### src/rtl/rf_debug_access_ctrl_pkg.sv
// Shared types and constants for the register-file debug access controller.
package rf_dbg_pkg;

    localparam int RF_AW = 5;
    localparam int RF_DW = 32;
    localparam logic [RF_AW-1:0] REG_ZERO = 5'd0;

    typedef enum logic [1:0] {
        IDLE  = 2'd0,
        WAIT  = 2'd1,
        STALL = 2'd2,
        RESP  = 2'd3
    } dbg_state_e;

    // Command latched at accept and held until the response handshake.
    typedef struct packed {
        logic             we;
        logic [RF_AW-1:0] addr;
        logic [RF_DW-1:0] wdata;
    } dbg_cmd_t;

    function automatic logic is_zero_write(input logic we, input logic [RF_AW-1:0] addr);
        return we && (addr == REG_ZERO);
    endfunction

endpackage

### src/rtl/rf_debug_access_ctrl_if.sv
// Host/debug command and response channel (valid/ready both ways).
interface rf_dbg_if;
    import rf_dbg_pkg::*;

    logic             dbg_req_valid;
    logic             dbg_req_ready;
    logic             dbg_req_we;
    logic [RF_AW-1:0] dbg_req_addr;
    logic [RF_DW-1:0] dbg_req_wdata;
    logic             dbg_rsp_valid;
    logic             dbg_rsp_ready;
    logic [RF_DW-1:0] dbg_rsp_rdata;
    logic             dbg_rsp_err;

    modport master (
        output dbg_req_valid, dbg_req_we, dbg_req_addr, dbg_req_wdata, dbg_rsp_ready,
        input  dbg_req_ready, dbg_rsp_valid, dbg_rsp_rdata, dbg_rsp_err
    );

    modport slave (
        input  dbg_req_valid, dbg_req_we, dbg_req_addr, dbg_req_wdata, dbg_rsp_ready,
        output dbg_req_ready, dbg_rsp_valid, dbg_rsp_rdata, dbg_rsp_err
    );

endinterface

### src/rtl/rf_debug_access_ctrl_starve_cnt.sv
// Saturating wait counter; tc_o flags the last tolerated starved cycle.
module rf_dbg_starve_cnt #(
    parameter int STARVE_LIMIT = 16,
    parameter int CNT_W        = 8
) (
    input  logic clk,
    input  logic rst,
    input  logic clr_i,
    input  logic en_i,
    output logic tc_o
);

    localparam logic [CNT_W-1:0] TC_VAL = CNT_W'(STARVE_LIMIT - 1);

    logic [CNT_W-1:0] cnt_q, cnt_d;

    always_ff @(posedge clk or posedge rst) begin
        if (rst) cnt_q <= '0;
        else     cnt_q <= cnt_d;
    end

    always_comb begin
        cnt_d = cnt_q;
        if (clr_i)                        cnt_d = '0;
        else if (en_i && cnt_q != TC_VAL) cnt_d = cnt_q + CNT_W'(1);
    end

    assign tc_o = (cnt_q == TC_VAL);

endmodule

### src/rtl/rf_debug_access_ctrl.sv
// Borrows the RF write port / read port 2 in idle pipeline slots for debug
// accesses, escalating to a pipeline stall when starved too long.
module rf_debug_access_ctrl
    import rf_dbg_pkg::*;
#(
    parameter int STARVE_LIMIT = 16,
    parameter int CNT_W        = 8
) (
    input  logic             clk,
    input  logic             rst,
    input  logic             wb_regwrite,
    input  logic [RF_AW-1:0] wb_writeaddr,
    input  logic [RF_DW-1:0] wb_writedata,
    input  logic             id_regread2,
    input  logic [RF_AW-1:0] id_readaddr2,
    output logic             rf_regwrite,
    output logic [RF_AW-1:0] rf_writeaddr,
    output logic [RF_DW-1:0] rf_writedata,
    output logic             rf_regread2,
    output logic [RF_AW-1:0] rf_readaddr2,
    input  logic [RF_DW-1:0] rf_readdata2,
    rf_dbg_if.slave          dbg,
    output logic             stall_req
);

    dbg_state_e       state_q, state_d;
    dbg_cmd_t         cmd_q, cmd_d;
    logic [RF_DW-1:0] rdata_q, rdata_d;
    logic             err_q, err_d;

    logic accept, wr_zero, slot_free, in_issue_st, issue, cnt_en, starve_tc;

    // Ready depends on state only, so accept is just valid while IDLE.
    assign accept      = (state_q == IDLE) && dbg.dbg_req_valid;
    assign wr_zero     = is_zero_write(dbg.dbg_req_we, dbg.dbg_req_addr);
    assign slot_free   = cmd_q.we ? !wb_regwrite : !id_regread2;
    assign in_issue_st = (state_q == WAIT) || (state_q == STALL);
    assign issue       = in_issue_st && slot_free;
    assign cnt_en      = (state_q == WAIT) && !slot_free;

    rf_dbg_starve_cnt #(
        .STARVE_LIMIT (STARVE_LIMIT),
        .CNT_W        (CNT_W)
    ) u_starve_cnt (
        .clk   (clk),
        .rst   (rst),
        .clr_i (accept),
        .en_i  (cnt_en),
        .tc_o  (starve_tc)
    );

    always_ff @(posedge clk or posedge rst) begin
        if (rst) state_q <= IDLE;
        else     state_q <= state_d;
    end

    always_comb begin
        state_d = state_q;
        unique case (state_q)
            IDLE:    if (accept) state_d = wr_zero ? RESP : WAIT;
            WAIT: begin
                if (slot_free)      state_d = RESP;
                else if (starve_tc) state_d = STALL;
            end
            STALL:   if (slot_free) state_d = RESP;
            RESP:    if (dbg.dbg_rsp_ready) state_d = IDLE;
            default: state_d = IDLE;
        endcase
    end

    always_ff @(posedge clk or posedge rst) begin
        if (rst) begin
            cmd_q   <= '0;
            rdata_q <= '0;
            err_q   <= 1'b0;
        end else begin
            cmd_q   <= cmd_d;
            rdata_q <= rdata_d;
            err_q   <= err_d;
        end
    end

    // Response payload only moves at accept or issue, so it is stable in RESP.
    always_comb begin
        cmd_d   = cmd_q;
        rdata_d = rdata_q;
        err_d   = err_q;
        if (accept) begin
            cmd_d.we    = dbg.dbg_req_we;
            cmd_d.addr  = dbg.dbg_req_addr;
            cmd_d.wdata = dbg.dbg_req_wdata;
            rdata_d     = '0;
            err_d       = wr_zero;
        end else if (issue && !cmd_q.we) begin
            rdata_d = (cmd_q.addr == REG_ZERO) ? '0 : rf_readdata2;
        end
    end

    always_comb begin
        rf_regwrite       = wb_regwrite;
        rf_writeaddr      = wb_writeaddr;
        rf_writedata      = wb_writedata;
        rf_regread2       = id_regread2;
        rf_readaddr2      = id_readaddr2;
        dbg.dbg_req_ready = (state_q == IDLE);
        dbg.dbg_rsp_valid = (state_q == RESP);
        dbg.dbg_rsp_rdata = rdata_q;
        dbg.dbg_rsp_err   = err_q;
        stall_req         = (state_q == STALL);
        if (issue) begin
            if (cmd_q.we) begin
                rf_regwrite  = 1'b1;
                rf_writeaddr = cmd_q.addr;
                rf_writedata = cmd_q.wdata;
            end else begin
                rf_regread2  = 1'b1;
                rf_readaddr2 = cmd_q.addr;
            end
        end
        // Nothing leaves the block while reset is held, not even pass-through.
        if (rst) begin
            rf_regwrite       = 1'b0;
            rf_writeaddr      = '0;
            rf_writedata      = '0;
            rf_regread2       = 1'b0;
            rf_readaddr2      = '0;
            dbg.dbg_req_ready = 1'b0;
            dbg.dbg_rsp_valid = 1'b0;
            dbg.dbg_rsp_rdata = '0;
            dbg.dbg_rsp_err   = 1'b0;
            stall_req         = 1'b0;
        end
    end

endmodule

### src/flat_wrapper.sv
// flat-port wrapper written by rule: the top's interface ports become plain ports
module rf_debug_access_ctrl_flat import rf_dbg_pkg::*;
#(
    parameter int STARVE_LIMIT = 16,
    parameter int CNT_W        = 8
)
  (clk, rst, wb_regwrite, wb_writeaddr, wb_writedata, id_regread2, id_readaddr2, rf_regwrite, rf_writeaddr, rf_writedata, rf_regread2, rf_readaddr2, rf_readdata2, stall_req, dbg_dbg_req_valid, dbg_dbg_req_we, dbg_dbg_req_addr, dbg_dbg_req_wdata, dbg_dbg_rsp_ready, dbg_dbg_req_ready, dbg_dbg_rsp_valid, dbg_dbg_rsp_rdata, dbg_dbg_rsp_err);
  rf_dbg_if dbg_i ();
  input  logic clk;
  input  logic rst;
  input  logic wb_regwrite;
  input  logic [RF_AW-1:0] wb_writeaddr;
  input  logic [RF_DW-1:0] wb_writedata;
  input  logic id_regread2;
  input  logic [RF_AW-1:0] id_readaddr2;
  output logic rf_regwrite;
  output logic [RF_AW-1:0] rf_writeaddr;
  output logic [RF_DW-1:0] rf_writedata;
  output logic rf_regread2;
  output logic [RF_AW-1:0] rf_readaddr2;
  input  logic [RF_DW-1:0] rf_readdata2;
  output logic stall_req;
  input wire logic [$bits(dbg_i.dbg_req_valid)-1:0] dbg_dbg_req_valid;
  input wire logic [$bits(dbg_i.dbg_req_we)-1:0] dbg_dbg_req_we;
  input wire logic [$bits(dbg_i.dbg_req_addr)-1:0] dbg_dbg_req_addr;
  input wire logic [$bits(dbg_i.dbg_req_wdata)-1:0] dbg_dbg_req_wdata;
  input wire logic [$bits(dbg_i.dbg_rsp_ready)-1:0] dbg_dbg_rsp_ready;
  output wire logic [$bits(dbg_i.dbg_req_ready)-1:0] dbg_dbg_req_ready;
  output wire logic [$bits(dbg_i.dbg_rsp_valid)-1:0] dbg_dbg_rsp_valid;
  output wire logic [$bits(dbg_i.dbg_rsp_rdata)-1:0] dbg_dbg_rsp_rdata;
  output wire logic [$bits(dbg_i.dbg_rsp_err)-1:0] dbg_dbg_rsp_err;
  assign dbg_i.dbg_req_valid = dbg_dbg_req_valid;
  assign dbg_i.dbg_req_we = dbg_dbg_req_we;
  assign dbg_i.dbg_req_addr = dbg_dbg_req_addr;
  assign dbg_i.dbg_req_wdata = dbg_dbg_req_wdata;
  assign dbg_i.dbg_rsp_ready = dbg_dbg_rsp_ready;
  assign dbg_dbg_req_ready = dbg_i.dbg_req_ready;
  assign dbg_dbg_rsp_valid = dbg_i.dbg_rsp_valid;
  assign dbg_dbg_rsp_rdata = dbg_i.dbg_rsp_rdata;
  assign dbg_dbg_rsp_err = dbg_i.dbg_rsp_err;
  rf_debug_access_ctrl #(.STARVE_LIMIT(STARVE_LIMIT), .CNT_W(CNT_W)) u_core (.clk(clk), .rst(rst), .wb_regwrite(wb_regwrite), .wb_writeaddr(wb_writeaddr), .wb_writedata(wb_writedata), .id_regread2(id_regread2), .id_readaddr2(id_readaddr2), .rf_regwrite(rf_regwrite), .rf_writeaddr(rf_writeaddr), .rf_writedata(rf_writedata), .rf_regread2(rf_regread2), .rf_readaddr2(rf_readaddr2), .rf_readdata2(rf_readdata2), .dbg(dbg_i), .stall_req(stall_req));
endmodule
### config.mk
export PLATFORM = sky130hd
export DESIGN_NAME = rf_debug_access_ctrl_flat
export DESIGN_NICKNAME = d
export VERILOG_FILES = /design/src/rtl/rf_debug_access_ctrl_pkg.sv /design/src/rtl/rf_debug_access_ctrl_if.sv /design/src/rtl/rf_debug_access_ctrl_starve_cnt.sv /design/src/rtl/rf_debug_access_ctrl.sv /design/src/flat_wrapper.sv
export SDC_FILE = /design/constraint.sdc
export NUM_CORES = 1
export LEC_CHECK = 0
export ABC_AREA = 1
export CORE_ASPECT_RATIO = 1.1
export CORE_UTILIZATION = 43
export DETAILED_ROUTE_END_ITERATION = 6
export HOLD_SLACK_MARGIN = 0.03
export PLACE_DENSITY = 0.81
export SLEW_MARGIN = 5
export SYNTH_ARGS = -nofsm -noshare
export SYNTH_HDL_FRONTEND = slang
export SYNTH_HIERARCHICAL = 1
export SYNTH_SLANG_ARGS = --single-unit
### constraint.sdc
create_clock -name clk -period 6.8 [get_ports clk]
set_input_delay 1.36 -clock clk [delete_from_list [all_inputs] [get_ports clk]]
set_output_delay 1.36 -clock clk [all_outputs]
set_load 0.01 [all_outputs]
==> reports/qor.csv <==
metric,value,unit
required,5440,ps
pwr-share-seq,0.347,
stdcell_count,963,
cts_setup_buffers,0,
cts_buffers,9,
maxCapViolCount,0,
setup_ws,1470,ps
io_buffers,197,
final_common_cell,clkdlybuf4s50_1,
seqCellArea,2030,um2
drive_gt1_frac,0.0780,
powerDensity,339,nW/um2
tns,0,ps
fin_crit_sh,0.784,
routed_via_density,4.72,
final_cell_area,6940,um2
avgRoutedWirePerCell,13.2,um
internal_power,1.47,mW
power.leakage,3.42,nW
antenna_cells,0,
grt_pass1_wl,20900,um
use_met3,0.0340,
fmax,188,MHz
slew_headroom,0.282,
netSwitchingPower,0.881,mW
startpoint_type,input pin,
grt_setup_unrepaired,no,
synth_ff_type,dfrtp_1,
async_flop_share,1.00,
crit_type,in -> out,
syn_inst,634,
ctsHtreeMaxLevel,3,
ys_warn_count,6,
maxSlewViolCount,0,
root_buffer,clkbuf_16,
whs,473,ps
die_area,11200,um2
drtPass1Iterations,5,
seq_area_frac_synth,0.436,
critPathCaptureType,output pin,
critPathMaxFanout,67,
finalCriticalPeriod,5330,ps
final_cell_mix,"197 x clkdlybuf4s50_1, 173 x nand2_1, 128 x inv_1",
placedCellCount,948,
peakVddDrop,0.235,mV
pwr-share-comb,0.441,
cp.arrival,3970,ps
core,10400,um2
drtIter0Drc,219,
syn_area,4650,um2
grt_pass1_vias,4561,
met1_usage,0.279,
worstSkewPairLatency,330,ps
busiest_layer,met2,
dpl-instance-area,6630,um2
initial_core_util,0.445,
ant_nets,0,
die_w,101,um
finalClockSkew,5.46,ps
avgSynthCellArea,7.34,um2
via_count,4543,
worst_pin_slew,1080,ps
synth_enable_flop_cells,0,
hold_viol_final,0,
outcome,"complete, no violations",
place_ws,1490,ps
ios,198,
postCtsResizedCells,0,
clk_path_buf_depth,2,
drc,0,
multi_input_area,1910,um2
ys_ff_latch,81,
met2_usage,0.417,
areaGrowthSynthToFinish,49.2,%
grt_start_max_net_pins,80,
setup-violations-final,0,
pwr-share-clk,0.212,
wirelength,12700,um
ys_types,25,
fin_nets,939,
row_count,39,
hold_path_class,reg -> reg,
dp_hpwl,9360,um
path_clk_slew,50,ps
cts_sinks,81,
synth_fp_nets,757,
switching_share,0.375,
grt_use_total,0.236,
cts_hold_buffers,0,
die_y,111,um
antenna_found_initial,0,
fillers,931,
cts_tree,built,
gp_congestion,0.878,
grt-ovfl-total,0,
[critical path, stage by stage]
cell	delay (ps)
clkdlybuf4s50_1	430
inv_1	110
nand3_2	790
o21ai_0	620
a21oi_1	100
clkdlybuf4s50_1	520
[logic make-up (layout without fill, tap and decap cells)]
| kind of cell | Yosys count | in the layout | synth area share |
|---|---|---|---|
| compound gates | 128 | 128 | 0.162 |
| xor+xnor | 2 | 2 | 0.00377 |
| fa+ha+maj | 5 | 5 | 0.0134 |
| flops | 81 | 81 | 0.436 |
| simple gates | 255 | 255 | 0.231 |
| buf+inv | 163 | 349 | 0.153 |
[power by group through the flow]
stage | sequential [mW] | clock (mW) | combinational (mW)
2_1_floorplan | 0.786 | 0 | 0.710
3_3_place_gp | 0.812 | 0 | 1.01
3_5_place_dp | 0.823 | 0 | 1.04
4_1_cts | 0.816 | 0.512 | 1.05
5_1_grt | 0.842 | 0.531 | 1.16
6_report | 0.818 | 0.498 | 1.04
[metrics by stage]
stage / util / total power [mW]
2_1_floorplan: - / 1.50
3_3_place_gp: 0.634 / 1.82
3_5_place_dp: 0.634 / 1.87
4_1_cts: 0.665 / 2.38
5_1_grt: 0.665 / 2.54
6_report: 0.665 / 2.35
[registers in the layout (all words and copies together), names as in the netlist]
name                       count
u_core/u_starve_cnt/cnt_q      8
u_core/state_q                 2
u_core/rdata_q                32
u_core/err_q                   1
u_core/cmd_q                  38
[Yosys cell counts (3+ instances only)]
cell type	instances	share of area
ha_1	5	0.013
clkbuf_1	7	0.0056
dfrtp_1	81	0.44
nand2_1	173	0.14
nand4_1	4	0.0054
inv_2	3	0.0024
nand3_1	14	0.015
buf_2	9	0.0097
buf_6	11	0.027
o21ai_2	30	0.056
nor2_1	54	0.044
o21ai_0	52	0.056
nor2_4	3	0.0073
a21oi_1	43	0.046
inv_1	129	0.10
[per-layer routing]
layer,share of wire,wire [um],up-vias
li1,-,-,2277
met1,0.40,5150,2099
met2,0.51,6540,140
met3,0.053,676,27
met4,0.029,365,0
met5,0,0,-
[area by class of cell]
cell class / count / share of cell area
clock inverters: 2 / 0.00505
multi-input cells: 390 / 0.275
inverters: 132 / 0.0718
flip-flops and latches: 81 / 0.292
repair buffers: 202 / 0.290
well taps: 143 / 0.0258
clock buffers: 13 / 0.0404
[path summary, 6_finish.rpt]
kind	from	to	slack (ps)	cells past startpoint
worst max-delay path	wb_regwrite	rf_writeaddr[0]	1470	6
min in group asynchronous	rst	u_core/cmd_q[37]	1520	2
worst min register to register	u_core/cmd_q[13]	u_core/cmd_q[13]	470	2
worst min-delay path	u_core/cmd_q[13]	u_core/cmd_q[13]	470	2
worst max register to register	u_core/state_q[0]	u_core/rdata_q[31]	4310	7
max in group asynchronous	rst	u_core/cmd_q[16]	4270	3
Power figures use the tool's default switching activity.
